==> src/rtl/ahb_slave_if_if.sv <==
// AHB slave-side bus bundle for ahb_slave_if: AHB address/data phase, APB read data
// return, pipeline stage outputs and response signals.
interface ahb_slave_if_if;
  logic        Hwrite;
  logic        Hreadyin;
  logic [1:0]  Htrans;
  logic [31:0] Haddr;
  logic [31:0] Hwdata;
  logic [31:0] Prdata;
  logic        Valid;
  logic [31:0] Haddr1;
  logic [31:0] Haddr2;
  logic [31:0] Hdata1;
  logic [31:0] Hdata2;
  logic        Hwrite_reg;
  logic        Hwrite_reg1;
  logic [2:0]  Tempselx;
  logic [31:0] Hrdata;
  logic [1:0]  Hresp;
  logic        Err_stall;

  modport slave (
    input  Hwrite, Hreadyin, Htrans, Haddr, Hwdata, Prdata,
    output Valid, Haddr1, Haddr2, Hdata1, Hdata2, Hwrite_reg, Hwrite_reg1,
           Tempselx, Hrdata, Hresp, Err_stall
  );

  modport master (
    output Hwrite, Hreadyin, Htrans, Haddr, Hwdata, Prdata,
    input  Valid, Haddr1, Haddr2, Hdata1, Hdata2, Hwrite_reg, Hwrite_reg1,
           Tempselx, Hrdata, Hresp, Err_stall
  );
endinterface

==> src/rtl/ahb_slave_if.sv <==
// AHB slave front end of an AHB-to-APB bridge: address decode, two-stage pipeline, read return.
// Define AHB_ERR_RESP_EN to get the two-cycle ERROR response for unmapped transfers.
module ahb_slave_if (
  input logic             Hclk,
  input logic             Hreset,
  ahb_slave_if_if.slave   bus
);

  logic mapped;

  always_comb begin
    bus.Tempselx = 3'b000;
    if (bus.Haddr >= 32'h8000_0000 && bus.Haddr < 32'h8400_0000) begin
      bus.Tempselx = 3'b001;
    end else if (bus.Haddr >= 32'h8400_0000 && bus.Haddr < 32'h8800_0000) begin
      bus.Tempselx = 3'b010;
    end else if (bus.Haddr >= 32'h8800_0000 && bus.Haddr < 32'h8C00_0000) begin
      bus.Tempselx = 3'b100;
    end
  end

  assign mapped    = (bus.Tempselx != 3'b000);
  assign bus.Valid = bus.Hreadyin & bus.Htrans[1] & mapped;
  assign bus.Hrdata = bus.Prdata;

  // Pipeline loads on every ready edge regardless of Htrans; Valid qualifies use downstream.
  always_ff @(posedge Hclk) begin
    if (!Hreset) begin
      bus.Haddr1      <= 32'h0;
      bus.Haddr2      <= 32'h0;
      bus.Hdata1      <= 32'h0;
      bus.Hdata2      <= 32'h0;
      bus.Hwrite_reg  <= 1'b0;
      bus.Hwrite_reg1 <= 1'b0;
    end else if (bus.Hreadyin) begin
      bus.Haddr1      <= bus.Haddr;
      bus.Haddr2      <= bus.Haddr1;
      bus.Hdata1      <= bus.Hwdata;
      bus.Hdata2      <= bus.Hdata1;
      bus.Hwrite_reg  <= bus.Hwrite;
      bus.Hwrite_reg1 <= bus.Hwrite_reg;
    end
  end

`ifdef AHB_ERR_RESP_EN
  typedef enum logic [1:0] {StOkay, StErr1, StErr2} err_state_e;

  err_state_e err_state_q, err_state_d;
  logic       err_hit;

  assign err_hit = bus.Hreadyin & bus.Htrans[1] & ~mapped;

  always_ff @(posedge Hclk) begin
    if (!Hreset) begin
      err_state_q <= StOkay;
    end else begin
      err_state_q <= err_state_d;
    end
  end

  // Any new unmapped transfer restarts the sequence at its first cycle.
  always_comb begin
    err_state_d   = StOkay;
    bus.Hresp     = 2'b00;
    bus.Err_stall = 1'b0;
    if (err_hit) begin
      err_state_d = StErr1;
    end else if (err_state_q == StErr1) begin
      err_state_d = StErr2;
    end
    unique case (err_state_q)
      StErr1: begin
        bus.Hresp     = 2'b01;
        bus.Err_stall = 1'b1;
      end
      StErr2: bus.Hresp = 2'b01;
      default: ;
    endcase
  end
`else
  assign bus.Hresp     = 2'b00;
  assign bus.Err_stall = 1'b0;
`endif

endmodule
==> src/flat_wrapper.sv <==
// flat-port wrapper written by rule: the top's interface ports become plain ports
module ahb_slave_if_flat 
  (Hclk, Hreset, bus_Hwrite, bus_Hreadyin, bus_Htrans, bus_Haddr, bus_Hwdata, bus_Prdata, bus_Valid, bus_Haddr1, bus_Haddr2, bus_Hdata1, bus_Hdata2, bus_Hwrite_reg, bus_Hwrite_reg1, bus_Tempselx, bus_Hrdata, bus_Hresp, bus_Err_stall);
  ahb_slave_if_if bus_i ();
  input logic Hclk;
  input logic Hreset;
  input wire logic [$bits(bus_i.Hwrite)-1:0] bus_Hwrite;
  input wire logic [$bits(bus_i.Hreadyin)-1:0] bus_Hreadyin;
  input wire logic [$bits(bus_i.Htrans)-1:0] bus_Htrans;
  input wire logic [$bits(bus_i.Haddr)-1:0] bus_Haddr;
  input wire logic [$bits(bus_i.Hwdata)-1:0] bus_Hwdata;
  input wire logic [$bits(bus_i.Prdata)-1:0] bus_Prdata;
  output wire logic [$bits(bus_i.Valid)-1:0] bus_Valid;
  output wire logic [$bits(bus_i.Haddr1)-1:0] bus_Haddr1;
  output wire logic [$bits(bus_i.Haddr2)-1:0] bus_Haddr2;
  output wire logic [$bits(bus_i.Hdata1)-1:0] bus_Hdata1;
  output wire logic [$bits(bus_i.Hdata2)-1:0] bus_Hdata2;
  output wire logic [$bits(bus_i.Hwrite_reg)-1:0] bus_Hwrite_reg;
  output wire logic [$bits(bus_i.Hwrite_reg1)-1:0] bus_Hwrite_reg1;
  output wire logic [$bits(bus_i.Tempselx)-1:0] bus_Tempselx;
  output wire logic [$bits(bus_i.Hrdata)-1:0] bus_Hrdata;
  output wire logic [$bits(bus_i.Hresp)-1:0] bus_Hresp;
  output wire logic [$bits(bus_i.Err_stall)-1:0] bus_Err_stall;
  assign bus_i.Hwrite = bus_Hwrite;
  assign bus_i.Hreadyin = bus_Hreadyin;
  assign bus_i.Htrans = bus_Htrans;
  assign bus_i.Haddr = bus_Haddr;
  assign bus_i.Hwdata = bus_Hwdata;
  assign bus_i.Prdata = bus_Prdata;
  assign bus_Valid = bus_i.Valid;
  assign bus_Haddr1 = bus_i.Haddr1;
  assign bus_Haddr2 = bus_i.Haddr2;
  assign bus_Hdata1 = bus_i.Hdata1;
  assign bus_Hdata2 = bus_i.Hdata2;
  assign bus_Hwrite_reg = bus_i.Hwrite_reg;
  assign bus_Hwrite_reg1 = bus_i.Hwrite_reg1;
  assign bus_Tempselx = bus_i.Tempselx;
  assign bus_Hrdata = bus_i.Hrdata;
  assign bus_Hresp = bus_i.Hresp;
  assign bus_Err_stall = bus_i.Err_stall;
  ahb_slave_if u_core (.Hclk(Hclk), .Hreset(Hreset), .bus(bus_i));
endmodule
==> config.mk <==
export PLATFORM = sky130hd
export DESIGN_NAME = ahb_slave_if_flat
export DESIGN_NICKNAME = d
export VERILOG_FILES = /design/src/rtl/ahb_slave_if_if.sv /design/src/rtl/ahb_slave_if.sv /design/src/flat_wrapper.sv
export SDC_FILE = /design/constraint.sdc
export NUM_CORES = 1
export LEC_CHECK = 0
export ABC_AREA = 1
export BUFFER_PORTS_ARGS = -buffer_cell sky130_fd_sc_hd__buf_2
export CORE_ASPECT_RATIO = 0.8
export CORE_UTILIZATION = 44
export DETAILED_ROUTE_END_ITERATION = 12
export HOLD_SLACK_MARGIN = 0.08
export PLACE_DENSITY = 0.8
export SYNTH_ARGS = -nofsm -noshare
export SYNTH_HDL_FRONTEND = slang
export SYNTH_SLANG_ARGS = --single-unit
==> constraint.sdc <==
create_clock -name Hclk -period 1 [get_ports Hclk]
set_clock_uncertainty 0.1 [all_clocks]
set_input_delay 0.05 -clock Hclk [delete_from_list [all_inputs] [get_ports Hclk]]
set_output_delay 0.05 -clock Hclk [all_outputs]
set_load 0.005 [all_outputs]
==> impl_metrics.yaml <==
outcome:
  status: "finished with violations"
  violations: "negative hold slack, negative setup slack"
timing:
  grt_setup_unrepaired: "true"
  finalSetupViolCount: 26
  fin_crit_ns: 1.10
  hold_slack_ns: -0.0382
  finalMaxSlewViolations: 0
  timing.fmax_ghz: 0.912
  period_share_pct: 110
  final-hold-violation-count: 8
  layout_setup_ws_ns: -0.0970
setup_path:
  path_max_fanout: 2
  critPathArrivalTime_ns: 1.28
  cpMostUsedCell: "buf_4"
  cp-start-kind: "flip-flop"
  r2r_end: "u_core.bus.Hdata1[9]$_SDFFE_PN0P_"
  reg2regPathDepth: 4
  crit_path_max_incr_delay_ns: 0.32
  setup.worst_path.class: "reg2reg"
  cp_cell_sequence: "buf_4, buf_4, o21ai_0, nor2_1"
  r2r_setup_slack_ns: -0.1
  critPathCaptureType: "flip-flop"
  rr_startpoint: "u_core.bus.Hdata1[9]$_SDFFE_PN0P_"
  cp_slowest_cell: "dfxtp_2"
  crit_start: "u_core.bus.Hdata1[9]$_SDFFE_PN0P_"
  cp.required_ns: 1.18
final_layout:
  multi_input_area_mm2: 0.00167
  drive_above_1_share_pct: 46.1
  areaGrowthSynthToFinish_pct: 76.4
  nets: 1029
  nFillCells: 549
  seq_area_mm2: 0.00276
  fin_area_mm2: 0.00843
drt:
  drt_iter0_markers: 664
  wl_per_cell_um: 17.9
  dr.pass1.iters: 6
  vias_per_cell: 5.28
  num_vias: 5708
  drc: 0
  drt_wl_total_um: 19400
  final_antenna_net_count: 0
cts:
  tritoncts: "done"
  htreeDepth: 4
  cts_inserted_buffers: 17
  cts_sinks: 130
  clock_latency_ns: 0.41
  clock_path_buffers: 2
  root_buffer: "clkbuf_16"
  clkTransAtPathRegs_ns: 0.06
placement:
  post-place-ws_ns: 0.0652
  dp_hpwl_um: 7470
  place.gp.congestion: 0.765
  portBuffers: 202
  post_dp_cell_area_mm2: 0.00565
synth:
  yosys_warnings: 0
  synth_mux_area_share_pct: 0
  yosysSeqAreaShare_pct: 54.5
  syn_inst: 610
  synth_top_family_by_area: "simple AND/OR/NAND/NOR gates"
  ys_ff_latch: 130
  synth-simple-area-share_pct: 20.9
  avgSynthCellArea_um2: 7.84
  synth_fa_ha_area_share_pct: 0
  synth_area_mm2: 0.00478
  synth_compound_area_share_pct: 13.9
  yosys.area_share.xor_xnor_pct: 0
  synthDistinctLibCells: 15
worst_hold_path:
  min_delay_worst_endpoint: "u_core.bus.Hdata2[9]$_SDFFE_PN0P_"
  min_from: "bus_Hreadyin"
  holdPathStages: 4
  hold_class: "in2reg"
global_routing:
  grt_max_degree: 70
  grt_overflow: 0
  antenna_found_initial: 1
  grt_pass1_vias: 5210
  grt_pass1_wl_um: 25300
  grt_usage_pct: 28.4
power:
  p_leak_nw: 4.04
  power_density_mw_per_mm2: 1790
  peakVddDrop_uv: 1370
floorplan:
  die_w_um: 119
  initial_utilization_pct: 45.9
  row_count: 33
  pin_count: 271
  die_area_mm2: 0.0113
  die_h_um: 95.2
  core_area_mm2: 0.0104
job:
  max_cap_violations: 0
-- worst max-delay path, delay by kind of cell, from the launching register on --
kind | cells | cell delay (ns)
DFF | 1 | 0.32
AOI/OAI and AO/OA | 1 | 0.21
and+or+nand+nor | 1 | 0.10
buffers and inverters | 2 | 0.25
-- cell usage in the layout (no fill, tap or decap), types with 5 or more instances in the layout --
cell           count
buf_6             78
dfxtp_2          128
clkbuf_16         18
buf_12             6
dlygate4sd3_1     98
buf_4             65
buf_2            124
bufinv_16          5
o21ai_0          129
nor2_1           260
-- per-stage QoR --
step | hold WS, ns | utilization [%] | cells | setup TNS (ns) | power, W
detailed placement | 0.0000346 | 54.3 | 887 | 0 | 0.00712
global route | -0.0454 | 81.0 | 1081 | -2.42 | 0.0155
finish | -0.0382 | 81.0 | 1081 | -0.408 | 0.0151
floorplan | 0.0311 | - | 612 | 0 | 0.00658
CTS | -0.0612 | 76.7 | 1069 | -0.252 | 0.0146
global placement | 0.0000346 | 54.3 | 887 | 0 | 0.00709
-- kinds of logic (layout without fill, tap and decap cells) --
family / count (synthesis) / count (layout)
buf+inv: 81 / 409
simple gates: 265 / 265
other cells: 1 / 4
compound gates: 133 / 133
flops: 130 / 130
-- power by group --
group	total (W)	switching (W)	leakage, nW	internal (W)
Sequential	0.00587	0.000258	1.12	0.00561
Clock	0.00694	0.00231	0.317	0.00463
Combinational	0.00229	0.00102	2.60	0.00127
-- synthesized netlist by cell type (all sizes together) --
library cell,count,area (um^2)
clkbuf,25,98.9
conb,1,3.75
o21ai,130,651
a21oi,3,15.0
buf,52,392
nand3,2,10.0
nor2,260,976
inv,4,20.0
nand2,3,11.3
dfxtp,130,2600
-- layer usage --
| metal | vias up | track usage (%) | wire (um) |
|---|---|---|---|
| li1 | 2541 | - | - |
| met1 | 2683 | 30.3 | 6940 |
| met2 | 391 | 50.8 | 9740 |
| met3 | 93 | 8.85 | 1590 |
| met4 | 0 | 15.7 | 1090 |
| met5 | - | 0 | 0 |
-- cell type report --
type                    count  area share [%]
diodes                      1          0.0297
clock buffers              23            5.67
clock inverters             9            2.09
inverters                   4           0.237
multi-input cells         401            19.9
flip-flops and latches    130            32.8
well taps                 140            2.08
repair buffers            373            37.3
-- how the worst max path moves through the flow --
stage | to | slack (ns) | cells after the start
2_1_floorplan | u_core.bus.Haddr2[20]$_SDFFE_PN0P_ | 0.10 | 7
3_3_place_gp | bus_Valid | 0.09 | 5
3_5_place_dp | u_core.bus.Hdata2[13]$_SDFFE_PN0P_ | 0.07 | 5
4_1_cts | bus_Haddr1[23] | -0.03 | 1
5_1_grt | u_core.bus.Hdata1[9]$_SDFFE_PN0P_ | -0.1 | 4
6_report | u_core.bus.Hdata1[9]$_SDFFE_PN0P_ | -0.1 | 4
-- timing repair --
action | 4_1_cts | 5_1_grt
hold endpoints to repair | 162 | 60
cloned | 0 | 1
hold buffers | 97 | 1
resized for setup | 133 | 75
setup endpoints to repair | 105 | 129
setup buffers | 53 | 9
No activity file was read; power rests on OpenSTA's default activity.
